File: src/rtl/noise_gate.sv
// Noise gate: one-pole envelope follower driving a ramped-gain FSM.
// Define NOISE_GATE_HYSTERESIS_EN to close at (threshold - hysteresis) instead of threshold.
module noise_gate #(
  parameter int bits_per_level = 12,
  parameter int HOLD_SAMPLES   = 480,
  parameter int ENV_SHIFT      = 6,
  parameter int RAMP_STEP      = 64
) (
  input  logic               clk,
  input  logic               rst,
  input  logic               in_valid,
  input  logic signed [15:0] in_signal,
  input  logic        [15:0] threshold,
  input  logic        [15:0] hysteresis,
  output logic               out_valid,
  output logic signed [15:0] out_signal,
  output logic               gate_open
);

  localparam int GW = bits_per_level + 1;
  localparam int HW = (HOLD_SAMPLES > 1) ? $clog2(HOLD_SAMPLES) : 1;
  localparam logic [GW-1:0] UNITY = GW'(2 ** bits_per_level);
  localparam logic [GW-1:0] STEP  = GW'(RAMP_STEP);

  typedef enum logic [2:0] {CLOSED, ATTACK, OPEN, HOLD, RELEASE} state_t;

  state_t               state, next_state;
  logic        [15:0]   env, env_n;
  logic        [GW-1:0] gain, gain_n, gain_up, gain_dn;
  logic        [HW-1:0] hold_cnt, hold_n;
  logic        [15:0]   mag, close_thr;
  logic signed [16:0]   diff, delta;
  logic signed [31:0]   prod;
  logic signed [15:0]   out_n;
  logic                 gate_open_n, open_hit, close_hit;

  // -32768 has no positive twin, so it saturates to 32767
  always_comb begin
    if (in_signal == 16'sh8000)
      mag = 16'h7fff;
    else if (in_signal[15])
      mag = 16'(-in_signal);
    else
      mag = 16'(in_signal);
  end

  assign diff  = $signed({1'b0, mag}) - $signed({1'b0, env});
  assign delta = diff >>> ENV_SHIFT;
  assign env_n = 16'($signed({1'b0, env}) + delta);

`ifdef NOISE_GATE_HYSTERESIS_EN
  assign close_thr = (threshold > hysteresis) ? (threshold - hysteresis) : 16'd0;
`else
  logic unused_hysteresis;
  assign unused_hysteresis = ^hysteresis;
  assign close_thr = threshold;
`endif

  assign open_hit  = (env_n >= threshold);
  assign close_hit = (env_n < close_thr);
  assign gain_up   = (gain >= UNITY - STEP) ? UNITY : gain + STEP;
  assign gain_dn   = (gain <= STEP) ? '0 : gain - STEP;

  always_ff @(posedge clk) begin
    if (rst) begin
      state      <= CLOSED;
      env        <= '0;
      gain       <= '0;
      hold_cnt   <= '0;
      out_signal <= '0;
      out_valid  <= 1'b0;
      gate_open  <= 1'b0;
    end else begin
      out_valid <= in_valid;
      if (in_valid) begin
        state      <= next_state;
        env        <= env_n;
        gain       <= gain_n;
        hold_cnt   <= hold_n;
        out_signal <= out_n;
        gate_open  <= gate_open_n;
      end
    end
  end

  // Opening from CLOSED takes the first ramp step on the triggering sample
  always_comb begin
    next_state = state;
    gain_n     = gain;
    hold_n     = hold_cnt;
    case (state)
      CLOSED: begin
        gain_n = '0;
        if (open_hit) begin
          gain_n     = gain_up;
          next_state = (gain_up == UNITY) ? OPEN : ATTACK;
        end
      end
      ATTACK: begin
        if (close_hit) begin
          next_state = RELEASE;
        end else begin
          gain_n = gain_up;
          if (gain_up == UNITY) next_state = OPEN;
        end
      end
      OPEN: begin
        gain_n = UNITY;
        if (close_hit) begin
          next_state = HOLD;
          hold_n     = HW'(HOLD_SAMPLES - 1);
        end
      end
      HOLD: begin
        gain_n = UNITY;
        if (open_hit)
          next_state = OPEN;
        else if (hold_cnt == '0)
          next_state = RELEASE;
        else
          hold_n = hold_cnt - 1'b1;
      end
      RELEASE: begin
        if (open_hit) begin
          next_state = ATTACK;
        end else begin
          gain_n = gain_dn;
          if (gain_dn == '0) next_state = CLOSED;
        end
      end
      default: begin
        next_state = CLOSED;
        gain_n     = '0;
      end
    endcase
  end

  // Output is scaled by the gain held before this sample's update
  always_comb begin
    gate_open_n = (next_state != CLOSED);
    prod        = $signed({{16{in_signal[15]}}, in_signal}) * $signed({{(32-GW){1'b0}}, gain});
    out_n       = 16'(prod >>> bits_per_level);
  end

endmodule

File: config.mk
export PLATFORM = sky130hd
export DESIGN_NAME = noise_gate
export DESIGN_NICKNAME = d
export VERILOG_FILES = /design/src/rtl/noise_gate.sv
export SDC_FILE = /design/constraint.sdc
export NUM_CORES = 1
export LEC_CHECK = 0
export ABC_AREA = 1
export ABC_CLOCK_PERIOD_IN_PS = 7300
export BUFFER_PORTS_ARGS = -buffer_cell sky130_fd_sc_hd__buf_2
export CORE_MARGIN = 8
export CORE_UTILIZATION = 40
export DETAILED_ROUTE_END_ITERATION = 12
export PLACE_DENSITY_LB_ADDON = 0.3
export SYNTH_ARGS = -nofsm -noshare
export SYNTH_HDL_FRONTEND = slang
export SYNTH_SLANG_ARGS = --single-unit
File: constraint.sdc
create_clock -name clk -period 7.3 [get_ports clk]
set_input_delay 0 -clock clk [delete_from_list [all_inputs] [get_ports clk]]
set_output_delay 0 -clock clk [all_outputs]
set_load 0.02 [all_outputs]
==> results_tabular.tex, run 1 <==
\begin{tabular}{lr}
\hline
Metric & Value \\
\hline
\multicolumn{2}{l}{\textbf{Run status}} \\
\quad Result of the run & finished clean \\
\multicolumn{2}{l}{\textbf{Detailed routing}} \\
\quad DRC Markers & 0 \\
\quad Average via count per standard cell & around 4.9 \\
\quad Pre-Repair DR Iteration Count & 5 \\
\quad Iteration-0 DRC Markers & between 600 and 700 \\
\quad Count of nets left with antenna violations after detail routing & 0 \\
\quad Detailed Route WL & 34.3 mm \\
\quad Per-cell routed wire length & 14.8 um \\
\quad Total via count after detailed routing & around 11000 \\
\multicolumn{2}{l}{\textbf{Logic synthesis}} \\
\quad Number of distinct standard cells referenced by the synthesized netlist & 47 \\
\quad Most used flip-flop cell after synthesis & dfxtp\_1 \\
\quad Area of the mapped netlist & 13000 sq um \\
\quad Count of flip-flops with a built-in enable after synthesis & 0 \\
\quad Top-area cell type share of the netlist area & 0.295 \\
\quad Count of mapped cells out of synthesis & 1858 \\
\quad Register bit total from synthesis & 59 \\
\quad Share of async-settable or async-resettable flops after synthesis & 0 \\
\quad Area contributors post-synth & fa\_1 (29\%), nand2\_1 (13\%), inv\_1 (13\%), ha\_1 (12\%), dfxtp\_1 (9.1\%) \\
\quad Sequential element share of the synthesized area & 0.0905 \\
\quad Net count after synthesis & $\sim$2200 \\
\quad Synth warn & 0 \\
\quad Synthesized area divided by synthesized cell count & $\sim$7 sq um \\
\quad Cell taking the most area after synthesis & fa\_1 \\
\multicolumn{2}{l}{\textbf{GRT}} \\
\quad Antenna violations before repair & 0 \\
\quad Vias in the first global route & between 10000 and 15000 \\
\quad Maximum number of pins on one net before global-route repair & 34 \\
\quad Total routing resource utilization after global routing & 0.186 \\
\quad Sum of overflow across all layers after global routing & 0 \\
\quad Wire length of the first global-routing pass & roughly 58 mm \\
\multicolumn{2}{l}{\textbf{Critical path}} \\
\quad Required time at the worst-slack endpoint & 7.54 ns \\
\quad Crit Path Max Fanout & 16 \\
\quad Crit path launch type & flip-flop \\
\quad Kind of critical path & reg2reg \\
\quad Arrival time at the worst endpoint & 6.48 ns \\
\quad Highest-delay cell along the critical path & dfxtp\_1 \\
\quad Delay of the slowest critical-path stage & between 0.7 and 0.8 ns \\
\quad Nature of the critical path endpoint & flip-flop \\
\quad List of cells traversed by the critical path & nand2\_1 -> inv\_1 -> fa\_1 -> fa\_1 -> fa\_1 -> inv\_1 -> fa\_1 -> inv\_1 -> fa\_1 -> fa\_1 -> ha\_1 -> nand2\_1 -> nor3\_1 -> nand2\_1 -> nor2\_1 -> nand2\_1 -> nand3\_1 -> inv\_1 -> nand2\_1 -> nand3\_1 -> nand2\_1 -> inv\_1 \\
\multicolumn{2}{l}{\textbf{Clock tree}} \\
\quad CTS H-tree lvls & 3 \\
\quad Number of buffers inserted during clock tree synthesis & 9 \\
\quad Cts hold-fix bufs & 0 \\
\quad TritonCTS clock tree & yes \\
\quad Setup fix buffers added after clock tree synthesis & 0 \\
\quad Max Root-Sink Buffers & 2 \\
\quad Cell at the root of the clock tree & clkbuf\_16 \\
\quad Resize count post-CTS & 0 \\
\quad Sinks on the clock net & 59 \\
\quad Clock insertion delay at the later pin of the skew report & approximately 0.35 ns \\
\quad CTS clock-pin slew for the worst setup and hold paths & 0.06 ns \\
\multicolumn{2}{l}{\textbf{Floorplanning}} \\
\quad Overall die width & just under 200 um \\
\quad Die area & 38700 sq um \\
\quad Row count & 66 \\
\quad I/O pins & $\sim$70 \\
\quad Effective utilization at floorplan & 0.403 \\
\quad Area of the core region & $\sim$32000 sq um \\
\quad Die Y-Extent & just under 200 um \\
\multicolumn{2}{l}{\textbf{Timing}} \\
\quad Post-Route Setup TNS & 0 ns \\
\quad Number of hold violations in the final report & 0 \\
\quad Tightest Pin Transition & $\sim$0.99 ns \\
\quad Portion of the clock cycle consumed by the worst path in the final layout & 0.855 \\
\quad Post-route clock skew & between 0.015 and 0.02 ns \\
\quad Final setup viols & 0 \\
\quad Relative slew margins & 0.337 \\
\quad Unrepaired setup endpoints after global routing & no \\
\quad Minimum hold slack & $\sim$0.23 ns \\
\quad Final worst path period need & 6.24 ns \\
\quad Slew Viols, Final & 0 \\
\quad F\_max & 160 MHz \\
\multicolumn{2}{l}{\textbf{Flow run}} \\
\quad Max cap viols & 0 \\
\multicolumn{2}{l}{\textbf{Placement}} \\
\quad Final weighted congestion in routability-driven placement & 0.900 \\
\quad Instance area after placement & 13700 sq um \\
\quad Post-DP HPWL & 27.8 mm \\
\quad \# port buffers & 52 \\
\multicolumn{2}{l}{\textbf{Power and ir drop}} \\
\quad Power Dens Cells & $\sim$200 nW/um\^{}2 \\
\quad Worst ir drop on vdd & roughly 0.00012 V \\
\quad Static leakage & about 8 nW \\
\multicolumn{2}{l}{\textbf{Layout}} \\
\quad Layout overhead on the synthesized area & 7.27\% \\
\quad Final Cell Area & between 10000 and 15000 sq um \\
\quad Number of antenna diodes & 0 \\
\quad Count of fill cells added during filler insertion & about 3400 \\
\quad Number of nets in the layout & between 2000 and 2500 \\
\quad Ratio of cells with drive above 1 in the final layout & 0.0629 \\
\multicolumn{2}{l}{\textbf{Worst hold path}} \\
\quad Path category of the worst min-delay check & in2reg \\
\hline
\end{tabular}
cell usage in the layout, fill, tap and decap left out, drive strengths merged, types with 2 or more instances in the layout:
cell / instances
buf: 66
a21boi: 2
a31oi: 6
ha: 120
xor2: 34
or2: 5
a21oi: 90
o21ai: 67
nand3: 66
o21bai: 6
o22ai: 6
o31ai: 3
inv: 462
o211ai: 6
fa: 192
a31o: 3
nand2: 475
nor3: 22
clkinvlp: 3
dfxtp: 59
nand4: 19
clkbuf: 11
nor4: 5
a21o: 5
nand3b: 4
nor2: 116
xnor2: 15
logic make-up (layout without fill, tap and decap cells):
group | count (synthesis) | count (layout) | synth area share
simple gates | 714 | 714 | 0.229
buf+inv | 526 | 543 | 0.154
fa+ha+maj | 312 | 312 | 0.410
compound gates | 198 | 198 | 0.0840
flops | 59 | 59 | 0.0905
xor+xnor | 49 | 49 | 0.0329
worst max-delay path: cells and delay by family, from the launching register on:
kind / cells / cell delay, ns
adder cells (fa/ha/maj): 7 / 3.76
AND/OR/NAND/NOR: 10 / 1.22
flip-flops: 1 / 0.79
buffers and inverters: 5 / 0.35
registers in the layout (all words and copies together), names as in the netlist:
name and count:
env 16, out_signal 16, gain 13, hold_cnt 9, state 3, gate_open 1, out_valid 1
layout make-up:
class / instances / area (sq um) / area share
multi-input cells: 1273 / 9860 / 0.705
inverters: 461 / 1730 / 0.124
flip-flops and latches: 59 / 1180 / 0.0844
well taps: 442 / 553 / 0.0395
repair buffers: 66 / 365 / 0.0261
clock buffers: 11 / 243 / 0.0173
clock inverters: 5 / 61.3 / 0.00438
report_power, final:
group | internal (mW) | switching [mW]
sequential | 0.374 | 0.0423
combinational | 0.711 | 1.27
clock | 0.275 | 0.180
Yosys cell counts (3+ instances only):
| library cell | count |
|---|---|
| ha_1 | 120 |
| buf_4 | 3 |
| nand2_4 | 3 |
| nor3_2 | 4 |
| nand2_1 | 463 |
| o21bai_1 | 6 |
| nand3b_1 | 4 |
| nor4_1 | 5 |
| a31oi_1 | 5 |
| o31ai_1 | 3 |
| o22ai_1 | 6 |
| fa_1 | 192 |
| inv_1 | 457 |
| o21ai_1 | 4 |
| xnor2_1 | 15 |
| or2_2 | 5 |
| xor2_1 | 34 |
| a31o_2 | 3 |
| nor2_1 | 114 |
| clkbuf_1 | 41 |
| nand3_2 | 4 |
| a21o_1 | 5 |
| o211ai_1 | 6 |
| nand4_1 | 18 |
| nand2_2 | 9 |
| nor3_1 | 18 |
| a21oi_1 | 89 |
| dfxtp_1 | 59 |
| buf_2 | 14 |
| nand3_1 | 62 |
| inv_2 | 4 |
| buf_1 | 6 |
| o21ai_0 | 63 |
metal layers:
metal | part of all wire | track usage | vias to the layer above
met1 | 0.45 | 0.235 | 5435
met5 | 0 | 0 | -
met4 | 0.028 | 0.0677 | 0
li1 | - | - | 5599
met2 | 0.48 | 0.327 | 242
met3 | 0.044 | 0.0200 | 60
worst paths after layout:
path	cells past startpoint	slack, ns	to	start
setup / recovery	22	1.06	out_signal[15]	gain[3]
hold reg to reg	2	0.46	hold_cnt[0]	hold_cnt[0]
setup reg to reg	22	1.06	out_signal[15]	gain[3]
hold / removal	2	0.23	hold_cnt[2]	rst
per-stage QoR:
stage,power (mW),setup WS (ns),util,std cells
3_5_place_dp,2.40,0.951,0.423,2301
4_1_cts,2.87,1.04,0.432,2317
5_1_grt,3.19,0.532,0.432,2317
6_report,2.86,1.06,0.432,2317
3_3_place_gp,2.36,1.12,0.423,2301
2_1_floorplan,1.93,1.78,-,1858
Power figures use the tool's default switching activity.
==> run 2: changes to the inputs <==
Settings changed: ABC_AREA 1 to unset.
==> run 2 against run 1 <==
Against the previous run: global-route usage down 1.1 points; clock power decreased by 3%; sequential share of layout area grew 0.72 points; non-clock buffer count is 20 higher; count of clock-buffer cells in the layout fell by 2; critical path depth up 12; critical path type is now in2reg; clock skew shrank 0.013 ns.
==> results_tabular.tex, run 2 <==
\begin{tabular}{lr}
\hline
Metric & Value \\
\hline
\multicolumn{2}{l}{\textbf{Critical path}} \\
\quad Kind of critical path & in2reg \\
\quad Highest-delay cell along the critical path & or4\_1 \\
\quad Cell family with the largest share of critical-path delay & simple AND/OR/NAND/NOR gates \\
\quad Nature of the critical path endpoint & flip-flop \\
\quad Setup crit start & in\_signal[8] \\
\quad CP bufs+invs & 2 (-3) \\
\quad Logic depth of the worst register-to-register path & 19 (-14\%) \\
\quad Crit Path Max Fanout & 10 (-6) \\
\quad Endpoint of the lowest-slack register-to-register path & out\_signal[13] \\
\quad Arrival time at the worst endpoint & 7.08 ns (+0.60 ns) \\
\quad Crit path launch type & input port \\
\quad Reg2reg start & gain[2] \\
\quad Required time at the worst-slack endpoint & 7.56 ns (+0.02 ns) \\
\quad Delay of the slowest critical-path stage & 0.66 ns (-0.13 ns) \\
\quad Slack of the worst reg-to-reg path & 0.67 ns (-0.39 ns) \\
\multicolumn{2}{l}{\textbf{Logic synthesis}} \\
\quad Most used flip-flop cell after synthesis & dfxtp\_1 \\
\quad Area contributors post-synth & fa\_1 (33\%), ha\_1 (13\%), dfxtp\_1 (10\%), inv\_1 (7.7\%), and2\_1 (6.2\%) \\
\quad Count of mapped cells out of synthesis & 1363 (-27\%) \\
\quad Number of distinct standard cells referenced by the synthesized netlist & 63 (+34\%) \\
\quad Share of async-settable or async-resettable flops after synthesis & 0 (unchanged) \\
\quad Top-area cell type share of the netlist area & 0.326 (+0.0316) \\
\quad Most frequent cell after synthesis & inv\_1 \\
\quad Cell taking the most area after synthesis & fa\_1 \\
\quad Synth warn & 0 (unchanged) \\
\quad Sequential element share of the synthesized area & 0.100 (+0.00970) \\
\quad Count of flip-flops with a built-in enable after synthesis & 0 (unchanged) \\
\quad Net count after synthesis & 1726 (-22\%) \\
\quad Synthesized area divided by synthesized cell count & 8.65 sq um (+23\%) \\
\quad Register bit total from synthesis & 59 (unchanged) \\
\quad Area of the mapped netlist & 11800 sq um (-9.7\%) \\
\quad Top post-synthesis cells by count & inv\_1 (241), fa\_1 (192), nand2\_1 (138), ha\_1 (120), and2\_1 (116) \\
\multicolumn{2}{l}{\textbf{GRT}} \\
\quad Antenna violations before repair & 0 (unchanged) \\
\quad Maximum number of pins on one net before global-route repair & 54 (+59\%) \\
\quad Total routing resource utilization after global routing & 0.176 (-0.0105) \\
\quad Wire length of the first global-routing pass & 50.5 mm (-13\%) \\
\quad Vias in the first global route & 9953 (-16\%) \\
\quad Sum of overflow across all layers after global routing & 0 (unchanged) \\
\multicolumn{2}{l}{\textbf{Placement}} \\
\quad Post-DP HPWL & 23.4 mm (-16\%) \\
\quad Final weighted congestion in routability-driven placement & 0.871 (-3.3\%) \\
\quad \# port buffers & 52 (unchanged) \\
\quad Worst slack after detailed placement & -0.408 ns (-1.36 ns) \\
\multicolumn{2}{l}{\textbf{Layout}} \\
\quad Number of nets in the layout & 1759 (-21\%) \\
\quad Layout overhead on the synthesized area & 9.46\% \\
\quad Ratio of cells with drive above 1 in the final layout & 0.0906 (+0.0277) \\
\quad Final cell utilization of the core & 0.440 (+0.00757) \\
\quad Most frequent cells in the layout & inv\_1 (241), fa\_1 (192), nand2\_1 (137), ha\_1 (120), and2\_1 (116) \\
\quad Most common library cell in the layout ignoring fill and taps & inv\_1 \\
\quad Registers with the most flip-flops & env: 16 flops, out\_signal: 16 flops, gain: 13 flops \\
\quad Number of antenna diodes & 0 (unchanged) \\
\quad Count of fill cells added during filler insertion & 2922 (-15\%) \\
\multicolumn{2}{l}{\textbf{Timing}} \\
\quad Number of hold violations in the final report & 0 (unchanged) \\
\quad Final setup viols & 0 (unchanged) \\
\quad Post-route clock skew & 0.00596 ns (-0.0130 ns) \\
\quad Final worst path period need & 6.82 ns (+0.571 ns) \\
\quad Portion of the clock cycle consumed by the worst path in the final layout & 0.934 (+0.0782) \\
\quad Unrepaired setup endpoints after global routing & no \\
\quad F\_max & 147 MHz (-8.4\%) \\
\quad Post-Route Setup TNS & 0 ns (unchanged) \\
\quad Tightest Pin Transition & 1.17 ns (+0.173 ns) \\
\quad Minimum hold slack & 0.322 ns (+0.0920 ns) \\
\quad Worst setup slack after layout & 0.484 ns (-0.571 ns) \\
\quad Relative slew margins & 0.222 (-0.114) \\
\quad Slew Viols, Final & 0 (unchanged) \\
\multicolumn{2}{l}{\textbf{Detailed routing}} \\
\quad Average via count per standard cell & 5.15 (+5.2\%) \\
\quad Per-cell routed wire length & 16.6 um (+12\%) \\
\quad Total via count after detailed routing & 9217 (-19\%) \\
\quad Count of nets left with antenna violations after detail routing & 0 (unchanged) \\
\quad DRC Markers & 0 (unchanged) \\
\quad Pre-Repair DR Iteration Count & 5 (unchanged) \\
\quad Iteration-0 DRC Markers & 521 (-14\%) \\
\quad Detailed Route WL & 29.8 mm (-13\%) \\
\multicolumn{2}{l}{\textbf{Run status}} \\
\quad Result of the run & finished clean \\
\multicolumn{2}{l}{\textbf{Clock tree}} \\
\quad Resize count post-CTS & 1 (+1) \\
\quad Cell at the root of the clock tree & clkbuf\_16 \\
\quad Number of buffers inserted during clock tree synthesis & 9 (unchanged) \\
\quad Max Root-Sink Buffers & 2 (unchanged) \\
\quad CTS clock-pin slew for the worst setup and hold paths & 0.06 ns (about the same) \\
\quad Sinks on the clock net & 59 (unchanged) \\
\quad Setup fix buffers added after clock tree synthesis & 0 (unchanged) \\
\quad Cts hold-fix bufs & 0 (unchanged) \\
\quad TritonCTS clock tree & yes \\
\quad Clock insertion delay at the later pin of the skew report & 0.34 ns (about the same) \\
\quad CTS H-tree lvls & 3 (unchanged) \\
\multicolumn{2}{l}{\textbf{Power and ir drop}} \\
\quad Static leakage & 6.50 nW (-19\%) \\
\quad Worst ir drop on vdd & 0.000158 V (+31\%) \\
\quad Post-layout power & 3.21 mW (+12\%) \\
\quad Power Dens Cells & 249 nW/um\^{}2 (+22\%) \\
\multicolumn{2}{l}{\textbf{Floorplanning}} \\
\quad I/O pins & 69 (unchanged) \\
\quad Area of the core region & 29300 sq um (-9.4\%) \\
\quad Row count & 63 (-4.5\%) \\
\quad Die Y-Extent & 188 um (-4.6\%) \\
\quad Die area & 35200 sq um (-8.9\%) \\
\quad Overall die width & 188 um (-4.6\%) \\
\quad Effective utilization at floorplan & 0.402 (-0.00115) \\
\multicolumn{2}{l}{\textbf{Flow run}} \\
\quad Max cap viols & 0 (unchanged) \\
\multicolumn{2}{l}{\textbf{Worst hold path}} \\
\quad Hold-critical path depth & 4 (+2) \\
\quad Path category of the worst min-delay check & in2reg \\
\quad Startpoint of the worst hold path & in\_valid \\
\quad Hold endpoint & env[4] \\
\hline
\end{tabular}
==> run 2: cell types whose count changed in the layout (fill, tap and decap cells not counted), moves of 10 or more <==
| cell | change |
|---|---|
| a211oi_1 | +11 |
| a21o_1 | +13 |
| a21oi_1 | -48 |
| and2_1 | +115 |
| buf_4 | +20 |
| inv_1 | -216 |
| mux2i_1 | +18 |
| nand2_1 | -326 |
| nand3_1 | -50 |
| nand4_1 | -10 |
| nor2_1 | -43 |
| o21ai_0 | -27 |
| or3_1 | +11 |
| xnor2_1 | +26 |
==> run 2: cell type report <==
type	instances	area [sq um]	share of cell area
multi-input combinational	999	9510	0.737
sequential	59	1180	0.0916
inverter	241	905	0.0701
timing repair buffer	86	515	0.0400
tap	390	488	0.0378
clock buffer	9	225	0.0175
clock inverter	7	76.3	0.00592
==> run 2: worst reg2reg max path: stages (launching register included) <==
cell and delay, ns:
dfxtp_1 0.67, nand2_1 0.16, fa_1 0.56, inv_1 0.05
fa_1 0.48, inv_1 0.06, fa_1 0.49, inv_1 0.05
fa_1 0.55, fa_1 0.43, fa_1 0.44, ha_1 0.31
a21oi_1 0.14, o21ai_0 0.15, or4b_4 0.55, a211o_2 0.41
o211ai_1 0.28, a21oi_1 0.14, or3_1 0.34, a32o_1 0.25
==> run 2: routing by layer <==
| layer | wire length, um | track usage | vias up |
|---|---|---|---|
| met5 | 0 | 0 | - |
| met4 | 291 | 0.0327 | 0 |
| met3 | 1290 | 0.0247 | 25 |
| met2 | 14300 | 0.297 | 202 |
| met1 | 13900 | 0.239 | 4613 |
| li1 | - | - | 4377 |
==> run 2: cell families after synthesis <==
group,synth area share
adder cells (fa/ha/maj),0.454
AND/OR/NAND/NOR,0.182
buffers and inverters,0.0972
AO/OA/AOI/OAI,0.0985
XOR/XNOR,0.0528
multiplexers,0.0153
flip-flops,0.100
==> run 2: worst max-delay path by stage <==
stage / endpoint / depth (start not counted) / slack, ns
after global routing: gain[6] / 34 / 0.14
after global placement: gain[2] / 32 / -0.10
after floorplan: gain[6] / 37 / 0.02
final: gain[6] / 34 / 0.48
after CTS: gain[5] / 35 / 0.14
after detailed placement: gain[5] / 32 / -0.41
==> run 2: power breakdown <==
part | switching [mW] | internal (mW) | total [mW] | leakage [nW]
combinational | 1.31 | 0.982 | 2.29 | 5.88
sequential | 0.0888 | 0.390 | 0.479 | 0.482
clock | 0.176 | 0.267 | 0.442 | 0.142
==> run 2: through the flow <==
| step | instances | area, sq um |
|---|---|---|
| 6_report | 1791 | 12900 |
| 5_1_grt | 1791 | 12900 |
| 4_1_cts | 1791 | 12900 |
| 3_5_place_dp | 1775 | 12500 |
| 3_3_place_gp | 1775 | 12500 |
| 2_1_floorplan | 1363 | 11800 |
==> run 3: changes to the inputs <==
Settings changed: ABC_CLOCK_PERIOD_IN_PS 7300 to 6300.
Clock period 7.3 ns to 6.3 ns, I/O delays scaled along.
==> run 3 against run 2 <==
Against the previous run: die area stayed put; critical path depth down 12; final cell count increased by 4.9%; power up 39%; flip-flop and latch count did not move; combinational power grew 48%; register-to-register slack worse by 0.50 ns; sequential power increased by 11%; via count up 4.6%; critical path type is now reg2reg; largest power group unchanged.
==> results_tabular.tex, run 3 (same netlist as run 2, synthesis figures left out) <==
\begin{tabular}{lr}
\hline
Metric & Value \\
\hline
\multicolumn{2}{l}{\textbf{Run status}} \\
\quad Result of the run & finished clean \\
\multicolumn{2}{l}{\textbf{Detailed routing}} \\
\quad Total via count after detailed routing & 9641 (+4.6\%) \\
\quad Pre-Repair DR Iteration Count & 5 (unchanged) \\
\quad Average via count per standard cell & 5.13 (-0.30\%) \\
\quad Per-cell routed wire length & 16.7 um (+0.42\%) \\
\quad DRC Markers & 0 (unchanged) \\
\quad Detailed Route WL & 31.4 mm (+5.4\%) \\
\quad Count of nets left with antenna violations after detail routing & 0 (unchanged) \\
\quad Iteration-0 DRC Markers & 583 (+12\%) \\
\multicolumn{2}{l}{\textbf{Critical path}} \\
\quad Timing endpoint of the critical path & out\_signal[13] \\
\quad Slack of the worst reg-to-reg path & 0.17 ns (-0.50 ns) \\
\quad Reg2reg start & gain[2] \\
\quad Nature of the critical path endpoint & flip-flop \\
\quad Kind of critical path & reg2reg \\
\quad Crit path launch type & flip-flop \\
\quad Required time at the worst-slack endpoint & 6.53 ns (-1.03 ns) \\
\quad Setup crit start & gain[2] \\
\quad Crit Path Max Fanout & 6 (-4) \\
\quad Endpoint of the lowest-slack register-to-register path & out\_signal[13] \\
\quad Arrival time at the worst endpoint & 6.37 ns (-0.71 ns) \\
\quad Logic depth of the worst register-to-register path & 22 (+3) \\
\multicolumn{2}{l}{\textbf{Timing}} \\
\quad Post-route clock skew & 0.00650 ns (+0.000545 ns) \\
\quad Slew Viols, Final & 0 (unchanged) \\
\quad Final worst path period need & just over 6 ns \\
\quad Number of hold violations in the final report & 0 (unchanged) \\
\quad Final setup viols & 0 (unchanged) \\
\quad Portion of the clock cycle consumed by the worst path in the final layout & 0.973 \\
\quad Minimum hold slack & 0.375 ns (+0.0529 ns) \\
\quad F\_max & around 160 MHz \\
\quad Relative slew margins & 0.255 (+0.0323) \\
\quad Tightest Pin Transition & 1.12 ns (-0.0485 ns) \\
\multicolumn{2}{l}{\textbf{Floorplanning}} \\
\quad Die Y-Extent & 188 um (unchanged) \\
\quad Row count & 63 (unchanged) \\
\quad Effective utilization at floorplan & 0.402 (unchanged) \\
\quad I/O pins & 69 (unchanged) \\
\quad Die area & 35200 sq um (unchanged) \\
\quad Area of the core region & 29300 sq um (unchanged) \\
\quad Overall die width & 188 um (unchanged) \\
\multicolumn{2}{l}{\textbf{Clock tree}} \\
\quad Sinks on the clock net & 59 (unchanged) \\
\quad TritonCTS clock tree & yes \\
\quad CTS clock-pin slew for the worst setup and hold paths & 0.06 ns (about the same) \\
\quad Max Root-Sink Buffers & 2 (unchanged) \\
\quad Cell at the root of the clock tree & clkbuf\_16 \\
\quad CTS H-tree lvls & 3 (unchanged) \\
\quad Clock insertion delay at the later pin of the skew report & 0.34 ns (about the same) \\
\quad Number of buffers inserted during clock tree synthesis & 9 (unchanged) \\
\multicolumn{2}{l}{\textbf{Placement}} \\
\quad Total placed cells including tap cells & 1855 (+4.5\%) \\
\quad Final weighted congestion in routability-driven placement & 0.874 (+0.38\%) \\
\quad \# port buffers & 52 (unchanged) \\
\quad Post-DP HPWL & 24.8 mm (+6.2\%) \\
\multicolumn{2}{l}{\textbf{Layout}} \\
\quad Final instance count without filler cells & 1879 (+4.9\%) \\
\quad Registers with the most flip-flops & env: 16 flops, out\_signal: 16 flops, gain: 13 flops \\
\quad Number of nets in the layout & 1847 (+5.0\%) \\
\quad Storage cell area & 1190 sq um (+1.1\%) \\
\quad Most common library cell in the layout ignoring fill and taps & inv\_1 \\
\quad Ratio of cells with drive above 1 in the final layout & 0.179 (+0.0880) \\
\quad Number of antenna diodes & 0 (unchanged) \\
\quad Layout overhead on the synthesized area & 18.4\% \\
\quad Count of fill cells added during filler insertion & 2836 (-2.9\%) \\
\quad Most frequent cells in the layout & inv\_1 (238), fa\_1 (192), nand2\_1 (134), and2\_1 (115), buf\_4 (115) \\
\quad Total area of multi-input combinational cells & 9790 sq um (+3.0\%) \\
\multicolumn{2}{l}{\textbf{Worst hold path}} \\
\quad Path category of the worst min-delay check & in2reg \\
\multicolumn{2}{l}{\textbf{GRT}} \\
\quad Antenna violations before repair & 0 (unchanged) \\
\quad Maximum number of pins on one net before global-route repair & 54 (unchanged) \\
\quad Wire length of the first global-routing pass & 51.6 mm (+2.1\%) \\
\quad Total routing resource utilization after global routing & 0.179 (+0.00295) \\
\quad Sum of overflow across all layers after global routing & 0 (unchanged) \\
\quad Vias in the first global route & 9957 (+0.040\%) \\
\multicolumn{2}{l}{\textbf{Power and ir drop}} \\
\quad Static leakage & 7.02 nW (+8.0\%) \\
\quad Power Dens Cells & 320 nW/um\^{}2 (+29\%) \\
\quad Worst ir drop on vdd & 0.000248 V (+57\%) \\
\multicolumn{2}{l}{\textbf{Flow run}} \\
\quad Max cap viols & 0 (unchanged) \\
\hline
\end{tabular}
-- run 3: through the flow --
step                TNS (ns)  cell area [sq um]  setup WS, ns   util  total power, mW
floorplan              -1.68              11900        -0.225      -             2.61
global placement       -4.41              13300        -0.287  0.453             3.65
detailed placement     -7.85              13300        -0.420  0.453             3.68
CTS                        0              13600       0.00355  0.465             4.27
global route          -0.928              14000        -0.108  0.476             4.88
finish                     0              14000         0.167  0.476             4.46
-- run 3: routing by layer --
layer,GRT usage,routed length (um),up-vias,share of wire
li1,-,-,4559,-
met1,0.251,14600,4841,0.46
met2,0.292,14800,211,0.47
met3,0.0232,1530,30,0.049
met4,0.0352,476,0,0.015
met5,0,0,-,0
-- run 3: what timing repair did --
item / 4_1_cts / 5_1_grt
hold buffers: 0 / 0
pin swaps: 0 / 49
gates cloned: 0 / 1
gates resized for setup: 4 / 66
endpoints found under the setup margin: 13 / 32
buffers inserted: 0 / 7
-- run 3: worst min-delay path by stage --
stage	start	end	slack (ns)	depth (start not counted)
finish	rst	env[11]	0.38	2
global route	rst	env[11]	0.42	2
CTS	rst	out_signal[2]	0.35	2
detailed placement	out_valid	out_valid	0.43	1
global placement	out_valid	out_valid	0.42	1
floorplan	out_valid	out_valid	0.34	0
-- run 3: layout make-up --
type,instances,area share
sequential,59,0.0855
clock buffer,9,0.0161
clock inverter,7,0.00708
multi-input combinational,1000,0.702
tap,390,0.0350
timing repair buffer,173,0.0888
inverter,241,0.0655
-- run 3: critical path, cell delays in order, from the launching register on --
cell	delay, ns
dfxtp_4	0.37
buf_4	0.12
buf_6	0.10
nand2_2	0.05
fa_1	0.53
inv_1	0.05
fa_1	0.44
ha_1	0.31
ha_1	0.28
inv_1	0.06
fa_1	0.47
fa_1	0.51
inv_2	0.05
ha_4	0.21
a211o_1	0.30
a21oi_2	0.11
a221o_2	0.23
or4b_4	0.50
a211o_4	0.40
o211ai_1	0.29
a21oi_2	0.10
or3_1	0.32
a32o_1	0.23
-- run 3: report_power, final --
group	internal, mW	total, mW	leakage (nW)	switching, mW
clock	0.349	0.552	0.156	0.203
sequential	0.451	0.530	0.485	0.0790
combinational	1.61	3.38	6.38	1.77
total	2.41	4.46	7.02	2.05
